--- src/rtl/uart_pkg.sv ---
// Shared register offsets, store codes, STATUS bit positions and FSM state types
// for the memory-mapped UART responder.
package uart_pkg;

    localparam logic [1:0] OFF_TXDATA = 2'd0;
    localparam logic [1:0] OFF_RXDATA = 2'd1;
    localparam logic [1:0] OFF_STATUS = 2'd2;
    localparam logic [1:0] OFF_RSVD   = 2'd3;

    localparam logic [1:0] MW_NONE = 2'b00;
    localparam logic [1:0] MW_WORD = 2'b01;
    localparam logic [1:0] MW_HALF = 2'b10;
    localparam logic [1:0] MW_BYTE = 2'b11;

    localparam int ST_TX_FULL  = 0;
    localparam int ST_TX_EMPTY = 1;
    localparam int ST_RX_EMPTY = 2;
    localparam int ST_RX_FULL  = 3;
    localparam int ST_TX_BUSY  = 4;
    localparam int ST_RX_OVR   = 5;
    localparam int ST_RX_FERR  = 6;
    localparam int ST_TX_OVF   = 7;

    typedef enum logic [1:0] {TX_IDLE, TX_START, TX_DATA, TX_STOP} tx_state_t;
    typedef enum logic [1:0] {RX_IDLE, RX_START, RX_DATA, RX_STOP} rx_state_t;

endpackage

--- src/rtl/sync_fifo.sv ---
// Byte-wide synchronous FIFO; head is combinational, push/pop take effect on the clock edge.
// A push into a full FIFO is accepted only when a pop frees a slot in the same cycle.
module sync_fifo #(
    parameter int DEPTH = 16
) (
    input  logic       clk,
    input  logic       reset,
    input  logic       push,
    input  logic       pop,
    input  logic [7:0] din,
    output logic       full,
    output logic       empty,
    output logic [7:0] head
);

    localparam int AW = $clog2(DEPTH);

    logic [AW:0] wr_ptr;
    logic [AW:0] rd_ptr;
    logic [7:0]  mem [DEPTH];
    logic        do_push;
    logic        do_pop;

    // Extra pointer MSB separates the full case from the empty case.
    assign empty   = (wr_ptr == rd_ptr);
    assign full    = (wr_ptr[AW] != rd_ptr[AW]) && (wr_ptr[AW-1:0] == rd_ptr[AW-1:0]);
    assign do_pop  = pop && !empty;
    assign do_push = push && (!full || do_pop);
    assign head    = mem[rd_ptr[AW-1:0]];

    always_ff @(posedge clk) begin
        if (reset) begin
            wr_ptr <= '0;
            rd_ptr <= '0;
        end else begin
            if (do_push) wr_ptr <= wr_ptr + 1'b1;
            if (do_pop)  rd_ptr <= rd_ptr + 1'b1;
        end
    end

    always_ff @(posedge clk) begin
        if (do_push) mem[wr_ptr[AW-1:0]] <= din;
    end

endmodule

--- src/rtl/uart_mmio_periph.sv ---
// Memory-mapped 8N1 UART: TXDATA/RXDATA/STATUS window on the data bus, TX and RX byte FIFOs.
// Register reads are combinational; full TX FIFO drops stores (tx_ovf), full RX FIFO drops frames (rx_ovr).
module uart_mmio_periph
    import uart_pkg::*;
#(
    parameter logic [31:0] BASE_ADDR    = 32'h0000_0400,
    parameter int          CLKS_PER_BIT = 10417,
    parameter int          FIFO_DEPTH   = 16
) (
    input  logic        clk,
    input  logic        reset,
    input  logic [31:0] addr,
    input  logic [31:0] wdata,
    input  logic [1:0]  mem_write,
    input  logic        read_en,
    output logic        sel,
    output logic [31:0] rdata,
    input  logic        rx,
    output logic        tx
);

    localparam int            CW        = $clog2(CLKS_PER_BIT);
    localparam logic [CW-1:0] BIT_LAST  = CW'(CLKS_PER_BIT - 1);
    localparam logic [CW-1:0] HALF_LAST = CW'(CLKS_PER_BIT / 2 - 1);

    logic [1:0]  offset;
    logic        wr_en;
    logic        wr_tx;
    logic        sticky_clr;
    logic [7:0]  status;

    logic        tx_full, tx_empty, tx_pop;
    logic [7:0]  tx_head;
    tx_state_t   tx_state;
    logic [CW-1:0] tx_cnt;
    logic [2:0]  tx_bit;
    logic [7:0]  tx_shreg;
    logic        tx_busy;

    logic        rx_full, rx_empty, rx_pop, rx_push;
    logic [7:0]  rx_head;
    rx_state_t   rx_state;
    logic [CW-1:0] rx_cnt;
    logic [2:0]  rx_bit;
    logic [7:0]  rx_shreg;
    logic        rx_meta, rx_s, rx_hold;
    logic        ferr_set;

    logic        tx_ovf, rx_ovr, rx_ferr;
    logic        unused_bits;

    assign unused_bits = ^{addr[1:0], wdata[31:8]};

    assign sel        = (addr[31:4] == BASE_ADDR[31:4]);
    assign offset     = addr[3:2];
    assign wr_en      = sel && (mem_write inside {MW_WORD, MW_HALF, MW_BYTE});
    assign wr_tx      = wr_en && (offset == OFF_TXDATA);
    assign sticky_clr = wr_en && (offset == OFF_STATUS);
    assign rx_pop     = sel && read_en && (offset == OFF_RXDATA) && !rx_empty;
    assign tx_pop     = (tx_state == TX_IDLE) && !tx_empty;
    assign tx_busy    = (tx_state != TX_IDLE);

    assign rx_push  = (rx_state == RX_STOP) && (rx_cnt == BIT_LAST) && rx_s;
    assign ferr_set = (rx_state == RX_STOP) && (rx_cnt == BIT_LAST) && !rx_s;

    sync_fifo #(.DEPTH(FIFO_DEPTH)) u_tx_fifo (
        .clk   (clk),
        .reset (reset),
        .push  (wr_tx),
        .pop   (tx_pop),
        .din   (wdata[7:0]),
        .full  (tx_full),
        .empty (tx_empty),
        .head  (tx_head)
    );

    sync_fifo #(.DEPTH(FIFO_DEPTH)) u_rx_fifo (
        .clk   (clk),
        .reset (reset),
        .push  (rx_push),
        .pop   (rx_pop),
        .din   (rx_shreg),
        .full  (rx_full),
        .empty (rx_empty),
        .head  (rx_head)
    );

    always_comb begin
        status              = '0;
        status[ST_TX_FULL]  = tx_full;
        status[ST_TX_EMPTY] = tx_empty;
        status[ST_RX_EMPTY] = rx_empty;
        status[ST_RX_FULL]  = rx_full;
        status[ST_TX_BUSY]  = tx_busy;
        status[ST_RX_OVR]   = rx_ovr;
        status[ST_RX_FERR]  = rx_ferr;
        status[ST_TX_OVF]   = tx_ovf;
    end

    always_comb begin
        rdata = '0;
        if (sel) begin
            case (offset)
                OFF_TXDATA: rdata = '0;
                OFF_RXDATA: rdata = rx_empty ? 32'hFFFF_FFFF : {24'b0, rx_head};
                OFF_STATUS: rdata = {24'b0, status};
                OFF_RSVD:   rdata = '0;
                default:    rdata = '0;
            endcase
        end
    end

    // A set in the same cycle as a STATUS write wins over the clear.
    always_ff @(posedge clk) begin
        if (reset) begin
            tx_ovf  <= 1'b0;
            rx_ovr  <= 1'b0;
            rx_ferr <= 1'b0;
        end else begin
            tx_ovf  <= (wr_tx && tx_full && !tx_pop) || (tx_ovf && !sticky_clr);
            rx_ovr  <= (rx_push && rx_full && !rx_pop) || (rx_ovr && !sticky_clr);
            rx_ferr <= ferr_set || (rx_ferr && !sticky_clr);
        end
    end

    always_ff @(posedge clk) begin
        if (reset) begin
            tx_state <= TX_IDLE;
            tx       <= 1'b1;
            tx_cnt   <= '0;
            tx_bit   <= '0;
            tx_shreg <= '0;
        end else begin
            case (tx_state)
                TX_IDLE: begin
                    tx     <= 1'b1;
                    tx_cnt <= '0;
                    if (!tx_empty) begin
                        tx_shreg <= tx_head;
                        tx       <= 1'b0;
                        tx_state <= TX_START;
                    end
                end
                TX_START: begin
                    if (tx_cnt == BIT_LAST) begin
                        tx_cnt   <= '0;
                        tx_bit   <= '0;
                        tx       <= tx_shreg[0];
                        tx_state <= TX_DATA;
                    end else begin
                        tx_cnt <= tx_cnt + 1'b1;
                    end
                end
                TX_DATA: begin
                    if (tx_cnt == BIT_LAST) begin
                        tx_cnt <= '0;
                        if (tx_bit == 3'd7) begin
                            tx       <= 1'b1;
                            tx_state <= TX_STOP;
                        end else begin
                            tx_bit   <= tx_bit + 1'b1;
                            tx_shreg <= tx_shreg >> 1;
                            tx       <= tx_shreg[1];
                        end
                    end else begin
                        tx_cnt <= tx_cnt + 1'b1;
                    end
                end
                TX_STOP: begin
                    tx <= 1'b1;
                    if (tx_cnt == BIT_LAST) begin
                        tx_cnt   <= '0;
                        tx_state <= TX_IDLE;
                    end else begin
                        tx_cnt <= tx_cnt + 1'b1;
                    end
                end
                default: tx_state <= TX_IDLE;
            endcase
        end
    end

    always_ff @(posedge clk) begin
        if (reset) begin
            rx_meta <= 1'b1;
            rx_s    <= 1'b1;
        end else begin
            rx_meta <= rx;
            rx_s    <= rx_meta;
        end
    end

    // After a framing error the line must return high before a new start bit is accepted.
    always_ff @(posedge clk) begin
        if (reset) begin
            rx_state <= RX_IDLE;
            rx_cnt   <= '0;
            rx_bit   <= '0;
            rx_shreg <= '0;
            rx_hold  <= 1'b0;
        end else begin
            case (rx_state)
                RX_IDLE: begin
                    rx_cnt <= '0;
                    if (rx_hold) begin
                        if (rx_s) rx_hold <= 1'b0;
                    end else if (!rx_s) begin
                        rx_state <= RX_START;
                    end
                end
                RX_START: begin
                    if (rx_cnt == HALF_LAST) begin
                        rx_cnt <= '0;
                        rx_bit <= '0;
                        rx_state <= rx_s ? RX_IDLE : RX_DATA;
                    end else begin
                        rx_cnt <= rx_cnt + 1'b1;
                    end
                end
                RX_DATA: begin
                    if (rx_cnt == BIT_LAST) begin
                        rx_cnt   <= '0;
                        rx_shreg <= {rx_s, rx_shreg[7:1]};
                        if (rx_bit == 3'd7) rx_state <= RX_STOP;
                        else                rx_bit   <= rx_bit + 1'b1;
                    end else begin
                        rx_cnt <= rx_cnt + 1'b1;
                    end
                end
                RX_STOP: begin
                    if (rx_cnt == BIT_LAST) begin
                        rx_cnt   <= '0;
                        rx_state <= RX_IDLE;
                        if (!rx_s) rx_hold <= 1'b1;
                    end else begin
                        rx_cnt <= rx_cnt + 1'b1;
                    end
                end
                default: rx_state <= RX_IDLE;
            endcase
        end
    end

endmodule

--- config.mk ---
export PLATFORM = sky130hd
export DESIGN_NAME = uart_mmio_periph
export DESIGN_NICKNAME = d
export VERILOG_FILES = /design/src/rtl/uart_pkg.sv /design/src/rtl/sync_fifo.sv /design/src/rtl/uart_mmio_periph.sv
export SDC_FILE = /design/constraint.sdc
export NUM_CORES = 1
export LEC_CHECK = 0
export CORE_MARGIN = 8
export CORE_UTILIZATION = 40
export DETAILED_ROUTE_END_ITERATION = 10
export PLACE_DENSITY = 0.66
export SYNTH_ARGS = -nofsm -noshare
export SYNTH_HDL_FRONTEND = slang
export SYNTH_SLANG_ARGS = --single-unit
--- constraint.sdc ---
create_clock -name clk -period 8 [get_ports clk]
set_clock_uncertainty 0.15 [all_clocks]
set_input_delay 1.2 -clock clk [delete_from_list [all_inputs] [get_ports clk]]
set_output_delay 1.2 -clock clk [all_outputs]
set_load 0.01 [all_outputs]
# Word level (Yosys, flattened, before mapping)
# Memory sizes are Yosys's and may differ from the RTL's. A register that Yosys moved wholly into a read port is not among the register bits.
# Cells that the tools add are included.
# op_classes
n_eq_ne,38
addsub,8
reduce_logical,56
n_mux,52
# ops
operator,n
32-bit one-hot mux with 3 select lines,1
32-bit 2-to-1 mux,2
14-bit 2-to-1 mux,3
14-bit one-hot mux with 3 select lines,1
14-bit by 1-bit adder with 14-bit output (second input constant),2
14-bit equality test (second input constant),2
28-bit by 7-bit equality test with 1-bit output (second input constant),1
14-bit one-hot mux with 2 select lines,1
2-bit inequality test (second input constant),13
2-bit 2-to-1 mux,12
8-bit 2-to-1 mux,3
1-bit logical AND,23
5-bit by 1-bit adder with 5-bit output (second input constant),4
3-bit 2-to-1 mux,6
2-bit equality test (second input constant),8
4-bit 2-to-1 mux,4
2-bit one-hot mux with 4 select lines,2
8-bit one-hot mux with 2 select lines,1
14-bit by 13-bit equality test with 1-bit output (second input constant),1
1-bit 2-to-1 mux,12
3-bit one-hot mux with 2 select lines,2
4-bit AND reduction,3
5-bit equality test,2
2-bit nonzero test,5
18 further kinds,40
# totals
register_bits,81
mem_bits_rw,256
input_bits,70
mem_count,2
out_inout_bits,34
word_cells,175
# mem_list
memory,words,width,read_ports,rd_ports_with_merged_regs,write_ports,line,text
u_rx_fifo.mem,16,8,1,1,1,sync_fifo.sv:20,logic [7:0] mem [DEPTH];
u_tx_fifo.mem,16,8,1,1,1,sync_fifo.sv:20,

# Longest topological paths before layout
# Gate-level depths: netlist (run 1).
# depth
depth_word,9
ltp_mapped,8

# Modules after synthesis
# A second synthesis (run 1) with hierarchy kept.
# unflattened
hier_cells,916
hier_area_um2,14759.2
# by_module_without_submodules
mod,seq_area_each_um2,cells_each,instances,area_per_inst_um2
sync_fifo,4124.0,265,2,5736.8
uart_mmio_periph,1221.2,386,1,3285.7

# Worst setup path after synthesis (run 1)
# OpenSTA, ideal clock, no wires.
# synth_timing
path_kind,input port to output port
from,in addr[19]
to,out rdata[10]
arrival_time_ns,3.426
setup_slack_ns,3.224
t_required_ns,6.650
n_path_buf,2
stages,6
cell_sequence,or4_4 -> nor3_4 -> nand2_1 -> clkbuf_1 -> nor2_1 -> buf_4
# synth_between
elab_chain_len,2
# synth_lines
item,line,text
start: declaration,uart_mmio_periph.sv:12,"input logic [31:0] addr,"
28-bit by 7-bit equality test with 1-bit output,uart_mmio_periph.sv:54,assign sel = (addr[31:4] == BASE_ADDR[31:4]);
32-bit 2-to-1 mux,uart_mmio_periph.sv:102,if (sel) begin
end: declaration,uart_mmio_periph.sv:17,"output logic [31:0] rdata,"
# Every way passes these cells.

# Worst setup path after layout (run 1)
# layout_timing
from,in addr[19]
to,out rdata[27]
# Same word-level chain as after synthesis.

==> flow_summary.json, run 1 <==
{
  "setup_violations": 0,
  "clkTransAtPathRegs_ns": 0.06,
  "place_ws_ns": 1.93,
  "maxSlewViolCount": 0,
  "dpl.hpwl_um": 19200,
  "synth.avg_cell_area_um2": 15.0,
  "final_nets": 1119,
  "dp.cells": 1456,
  "path_depth": 6,
  "insertion_delay_ns": 0.53,
  "p_sw_share_pct": 22.6,
  "layoutNonFillerInstCount": 1523,
  "cts.sinks": 345,
  "outcome": "completed",
  "cts.repair.resized": 0,
  "ys_seq_elements": 345,
  "cp-start-kind": "primary input",
  "die_y_um": 207,
  "wl_per_cell_um": 19.8,
  "r2r_cells": 5,
  "area_growth_pct": 15.2,
  "critPathSlowestCell": "nor2_2",
  "antennaDiodeCount": 0,
  "drt-pass1-iter-count": 5,
  "ir_drop_v": 0.000197,
  "hold_viol": 0,
  "pwr-share-clk_pct": 42.3,
  "max_slew_margin_pct": 31.7,
  "max_cap_viol_count": 0,
  "grt_max_degree": 67,
  "route.vias.total": 8204,
  "clk_path_buf_depth": 3,
  "grt_pass1_vias": 8212,
  "min_path_type": "reg2reg",
  "cts_tree": "done",
  "synth_cell_types": 67,
  "worstSetupEndpointType": "output port",
  "fmax_mhz": 177,
  "postRouteAntennaNets": 0,
  "drt-total-wl_um": 30200,
  "p_comb_share_pct": 8.3,
  "async_reset_ff_share_pct": 0,
  "period_share_pct": 70.5,
  "p_leak_uw": 0.00553,
  "netlist_instances": 974,
  "internal_power_uw": 3030,
  "final_layout_size_suffix_gt1_share_pct": 14.7,
  "cpPeakStageDelay_ns": 0.74,
  "antenna_found_initial": 1,
  "cts_setup_buffers": 0,
  "drt_iter0_markers": 664,
  "cts_hold_buf": 0,
  "cts-root-buf": "clkbuf_16",
  "cp_top_family": "simple AND/OR/NAND/NOR gates",
  "drc": 0,
  "htree_num_levels": 2,
  "crit_path_max_fanout": 24,
  "die_width_um": 207,
  "power_frac_seq_pct": 49.5,
  "cp_data_arrival_time_ns": 4.29,
  "start_util_pct": 40.3,
  "synth_nets": 1066,
  "via_per_inst": 5.39,
  "hold_depth": 1,
  "seq_area_frac_synth_pct": 64.8,
  "rsz0062_at_grt": "no",
  "setup_ws_ns": 2.36,
  "gp_congestion": 0.758,
  "netlist_area_um2": 14600,
  "core_area_um2": 36300,
  "synth_edf_count": 256,
  "worstSetupPathType": "in2out",
  "worstMarginPinSlew_ns": 1.02,
  "cts_buffers": 37,
  "io_buffers": 77,
  "period_needed_ns": 5.64,
  "path_cells": "clkdlybuf4s50_1, or4_4, nor3_4, nand2_1, nor2_2, clkdlybuf4s50_1",
  "tns_ns": 0,
  "grt_overflow": 0,
  "grt_usage_pct": 14.0,
  "crit_top_cell": "clkdlybuf4s50_1",
  "num_rows": 70,
  "yosys_warnings": 0,
  "p_per_area_nw_per_um2": 233,
  "io_pins": 104,
  "synth_flop_cell": "edfxtp_1",
  "grt_pass1_wl_um": 47700,
  "p_switching_uw": 886,
  "die_area_um2": 42900,
  "cp.required_ns": 6.65,
  "crit_buf_inv": 2
}
## worst paths after layout
kind | start | to | slack (ns)
max | addr[19] | rdata[27] | 2.36
min | rx_meta | rx_s | 0.26
max reg2reg | u_rx_fifo.wr_ptr[2] | u_rx_fifo.mem[3][6] | 4.73
min reg2reg | rx_meta | rx_s | 0.26
## per-stage QoR
step / util, % / instance area (µm²) / power, µW / hold slack [ns]
2_1_floorplan: - / 14600 / 2220 / 0.239
6_report: 46.5 / 16800 / 3920 / 0.262
4_1_cts: 46.4 / 16800 / 3960 / 0.268
3_5_place_dp: 43.1 / 15600 / 2310 / 0.248
3_3_place_gp: 43.1 / 15600 / 2300 / 0.251
5_1_grt: 46.5 / 16800 / 4070 / 0.294
## metal layers
metal  GRT usage [%]  share of wire, %  vias up  routed length (µm)
li1                -                 -     3815                   -
met1            18.9                44     4070               13400
met2            22.3                47      264               14200
met3            2.90               6.6       53                2000
met4            4.54               2.2        2                 664
met5               0             0.043        -                  13
## placed cells by master, fill, tap and decap left out, types with 4 or more instances in the layout
cell type / Yosys / layout
a221oi_1: 6 / 6
nand3_1: 18 / 18
o21ai_0: 15 / 15
ha_1: 22 / 22
clkinv_2: 0 / 4
clkbuf_16: 0 / 37
and3_1: 38 / 38
clkbuf_1: 29 / 6
inv_1: 20 / 20
and2_1: 8 / 8
nor2_1: 84 / 83
mux4_2: 66 / 66
nor2b_1: 17 / 17
o22ai_1: 6 / 6
xnor2_1: 19 / 19
xor2_1: 21 / 21
mux2_2: 8 / 8
nor3_1: 14 / 14
clkbuf_8: 0 / 4
a21oi_1: 28 / 28
nor4_1: 4 / 4
nand2b_1: 9 / 9
nand4_1: 10 / 10
edfxtp_1: 256 / 256
and4_1: 6 / 6
or2_2: 4 / 4
or4_1: 5 / 5
a31oi_1: 4 / 4
or3_1: 4 / 4
buf_4: 26 / 6
clkdlybuf4s50_1: 0 / 76
nand2_1: 28 / 28
clkinv_1: 2 / 8
dfxtp_1: 89 / 87
mux2i_1: 35 / 35
a211oi_1: 12 / 12
mux2_1: 6 / 6
## flip-flops by register name, indices dropped and copies added (netlist names), 2 cells and up, named ones only
signal	flops
u_tx_fifo.wr_ptr	5
u_rx_fifo.wr_ptr	5
tx_bit	3
rx_shreg	8
tx_shreg	8
u_tx_fifo.mem	128
tx_cnt	14
rx_cnt	14
u_rx_fifo.rd_ptr	5
tx_state	2
u_tx_fifo.rd_ptr	5
rx_bit	3
u_rx_fifo.mem	128
## cell usage after synthesis, types with 12 or more instances
master | instances | area share, %
dfxtp_1 | 89 | 12
and3_1 | 38 | 1.6
nor2b_1 | 17 | 0.73
nor2_1 | 84 | 2.2
mux4_2 | 66 | 10
clkbuf_1 | 29 | 0.74
xor2_1 | 21 | 1.3
nand2_1 | 28 | 0.72
nand3_1 | 18 | 0.62
a211oi_1 | 12 | 0.62
ha_1 | 22 | 1.9
nor3_1 | 14 | 0.48
a21oi_1 | 28 | 0.96
edfxtp_1 | 256 | 53
buf_4 | 26 | 1.3
inv_1 | 20 | 0.51
xnor2_1 | 19 | 1.1
o21ai_0 | 15 | 0.51
mux2i_1 | 35 | 2.4
## kinds of logic (layout without fill, tap and decap cells)
logic type	Yosys count	in the layout	share of synthesized area (%)
compound gates	95	95	4.39
simple gates	265	265	9.66
flops	345	345	64.8
buf+inv	91	172	3.12
xor+xnor	41	41	2.51
mux	115	115	13.6
fa+ha+maj	22	22	1.88
## cell type report
cell class | instances | area, µm²
flip-flops and latches | 345 | 9470
fillers | 3157 | 19400
multi-input cells | 538 | 4690
well taps | 468 | 586
clock inverters | 20 | 198
inverters | 22 | 82.6
clock buffers | 47 | 1000
repair buffers | 83 | 811
## power by group through the flow
| stage | registers (µW) | clock network (µW) | logic (µW) |
|---|---|---|---|
| 3_5_place_dp | 1980 | 0 | 329 |
| 3_3_place_gp | 1980 | 0 | 326 |
| 2_1_floorplan | 1970 | 0 | 246 |
| 6_report | 1940 | 1660 | 324 |
| 4_1_cts | 1940 | 1700 | 329 |
| 5_1_grt | 1940 | 1770 | 360 |
## worst register-to-register path, stage by stage, from the launching register on
cell	delay, ns
dfxtp_1	0.48
xnor2_1	0.11
nand4_1	0.44
o2111ai_2	0.42
a21oi_2	0.64
and3_1	0.66
Note: power is estimated with default switching activity, not from simulation.
==> run 2: changes to the inputs <==
Clock period 8 ns to 5.61 ns, I/O delays scaled along.
==> run 2 against run 1 <==
  * Critical endpoint is now rdata[8]
  * Critical path type unchanged
  * Non-clock buffer count up 2
  * Total power up 39%
  * Design area down 0.56%
  * Sequential share of layout area up 0.31 points
  * Hold slack better by 0.0051 ns
  * Via count down 0.11%
  * Flip-flop and latch count unchanged
==> flow_summary.json, run 2 (synthesis gave the netlist of run 1 again) <==
{
  "outcome": "completed",
  "num_rows": 70,
  "worstSetupEndpointType": "output port",
  "worstSetupPathType": "in2out",
  "ir_drop_v": 0.000213,
  "fmax_mhz": 216,
  "postRouteAntennaNets": 0,
  "placed_cell_area_um2": 15700,
  "grt_overflow": 0,
  "critPathSlowestCell": "clkdlybuf4s50_1",
  "p_per_area_nw_per_um2": 325,
  "cp_data_arrival_time_ns": 3.64,
  "crit_top_cell": "clkdlybuf4s50_1",
  "drt-pass1-iter-count": 5,
  "period_share_pct": 82.6,
  "final_layout_size_suffix_gt1_share_pct": 14.1,
  "max_cap_viol_count": 0,
  "hold_viol": 0,
  "grt_pass1_vias": 8224,
  "gp_congestion": 0.781,
  "cts_setup_buffers": 0,
  "io_pins": 104,
  "via_per_inst": 5.38,
  "cp-start-kind": "primary input",
  "wl_per_cell_um": 19.7,
  "insertion_delay_ns": 0.53,
  "crit_path_max_fanout": 24,
  "cts.repair.resized": 0,
  "grt_pass1_wl_um": 46700,
  "area_growth_pct": 14.6,
  "cp.required_ns": 4.62,
  "die_area_um2": 42900,
  "die_width_um": 207,
  "cts-root-buf": "clkbuf_16",
  "dpl.hpwl_um": 19300,
  "start_util_pct": 40.3,
  "tns_ns": 0,
  "htree_num_levels": 2,
  "clk_path_buf_depth": 3,
  "grt_max_degree": 46,
  "cts.sinks": 345,
  "grt_usage_pct": 13.6,
  "final_area_um2": 16800,
  "io_buffers": 77,
  "max_slew_margin_pct": 35.0,
  "core_area_um2": 36300,
  "layout_common_cells": "256 x edfxtp_1, 87 x dfxtp_1, 84 x nor2_1, 76 x clkdlybuf4s50_1, 66 x mux4_2",
  "route.vias.total": 8195,
  "min_path_type": "reg2reg",
  "worstMarginPinSlew_ns": 0.975,
  "p_leak_uw": 0.00549,
  "antennaDiodeCount": 0,
  "drt-total-wl_um": 29900,
  "rsz0062_at_grt": "no",
  "finish.utilization_pct": 46.2,
  "path_cells": "clkdlybuf4s50_1, or4_4, nor3_4, nand2_1, nor2_1, buf_4, clkdlybuf4s50_1",
  "maxSlewViolCount": 0,
  "layout_commonest_cell": "edfxtp_1",
  "cts_hold_buf": 0,
  "setup_violations": 0,
  "clkTransAtPathRegs_ns": 0.06,
  "antenna_found_initial": 0,
  "cts_tree": "done",
  "drt_iter0_markers": 634,
  "final_nets": 1120,
  "period_needed_ns": 4.64,
  "die_y_um": 207,
  "cts_buffers": 36,
  "cpPeakStageDelay_ns": 0.58,
  "drc": 0
}
## run 2: cell type report
| type | count | area, µm² |
|---|---|---|
| Clock buffer | 56 | 1020 |
| Clock inverter | 9 | 75.1 |
| Fill cell | 3141 | 19500 |
| Inverter | 22 | 82.6 |
| Multi-Input combinational cell | 538 | 4690 |
| Sequential cell | 345 | 9470 |
| Tap cell | 468 | 586 |
| Timing Repair Buffer | 85 | 826 |
## run 2: layer usage
metal	wire length (µm)	vias up	GRT usage (%)
met2	14000	252	22.1
met1	13400	4078	18.3
met3	1830	51	2.63
met4	672	0	4.51
met5	0	-	0
li1	-	3814	-
## run 2: worst paths after layout
| kind | slack, ns | startpoint | cells after the start | endpoint |
|---|---|---|---|---|
| worst max register to register | 2.34 | u_rx_fifo.wr_ptr[2] | 5 | u_rx_fifo.mem[3][1] |
| worst min register to register | 0.27 | rx_meta | 1 | rx_s |
| worst max-delay path | 0.97 | addr[19] | 7 | rdata[8] |
| worst min-delay path | 0.27 | rx_meta | 1 | rx_s |
## run 2: critical path: cells and delay by family
family | cells | cell delay [ns]
and+or+nand+nor | 4 | 1.54
buffers and inverters | 3 | 1.25
## run 2: where the power goes
group	total, µW	switching [µW]	internal, µW
logic	463	257	206
clock network	2210	945	1260
registers	2770	18.2	2750
## run 2: stage by stage
step	power [µW]	hold slack (ns)	setup slack, ns	std cells
6_report	5440	0.267	0.974	1523
5_1_grt	5640	0.284	0.882	1523
4_1_cts	5500	0.277	1.01	1523
3_5_place_dp	3290	0.255	1.04	1458
3_3_place_gp	3280	0.251	1.15	1458
2_1_floorplan	3170	0.239	1.55	974
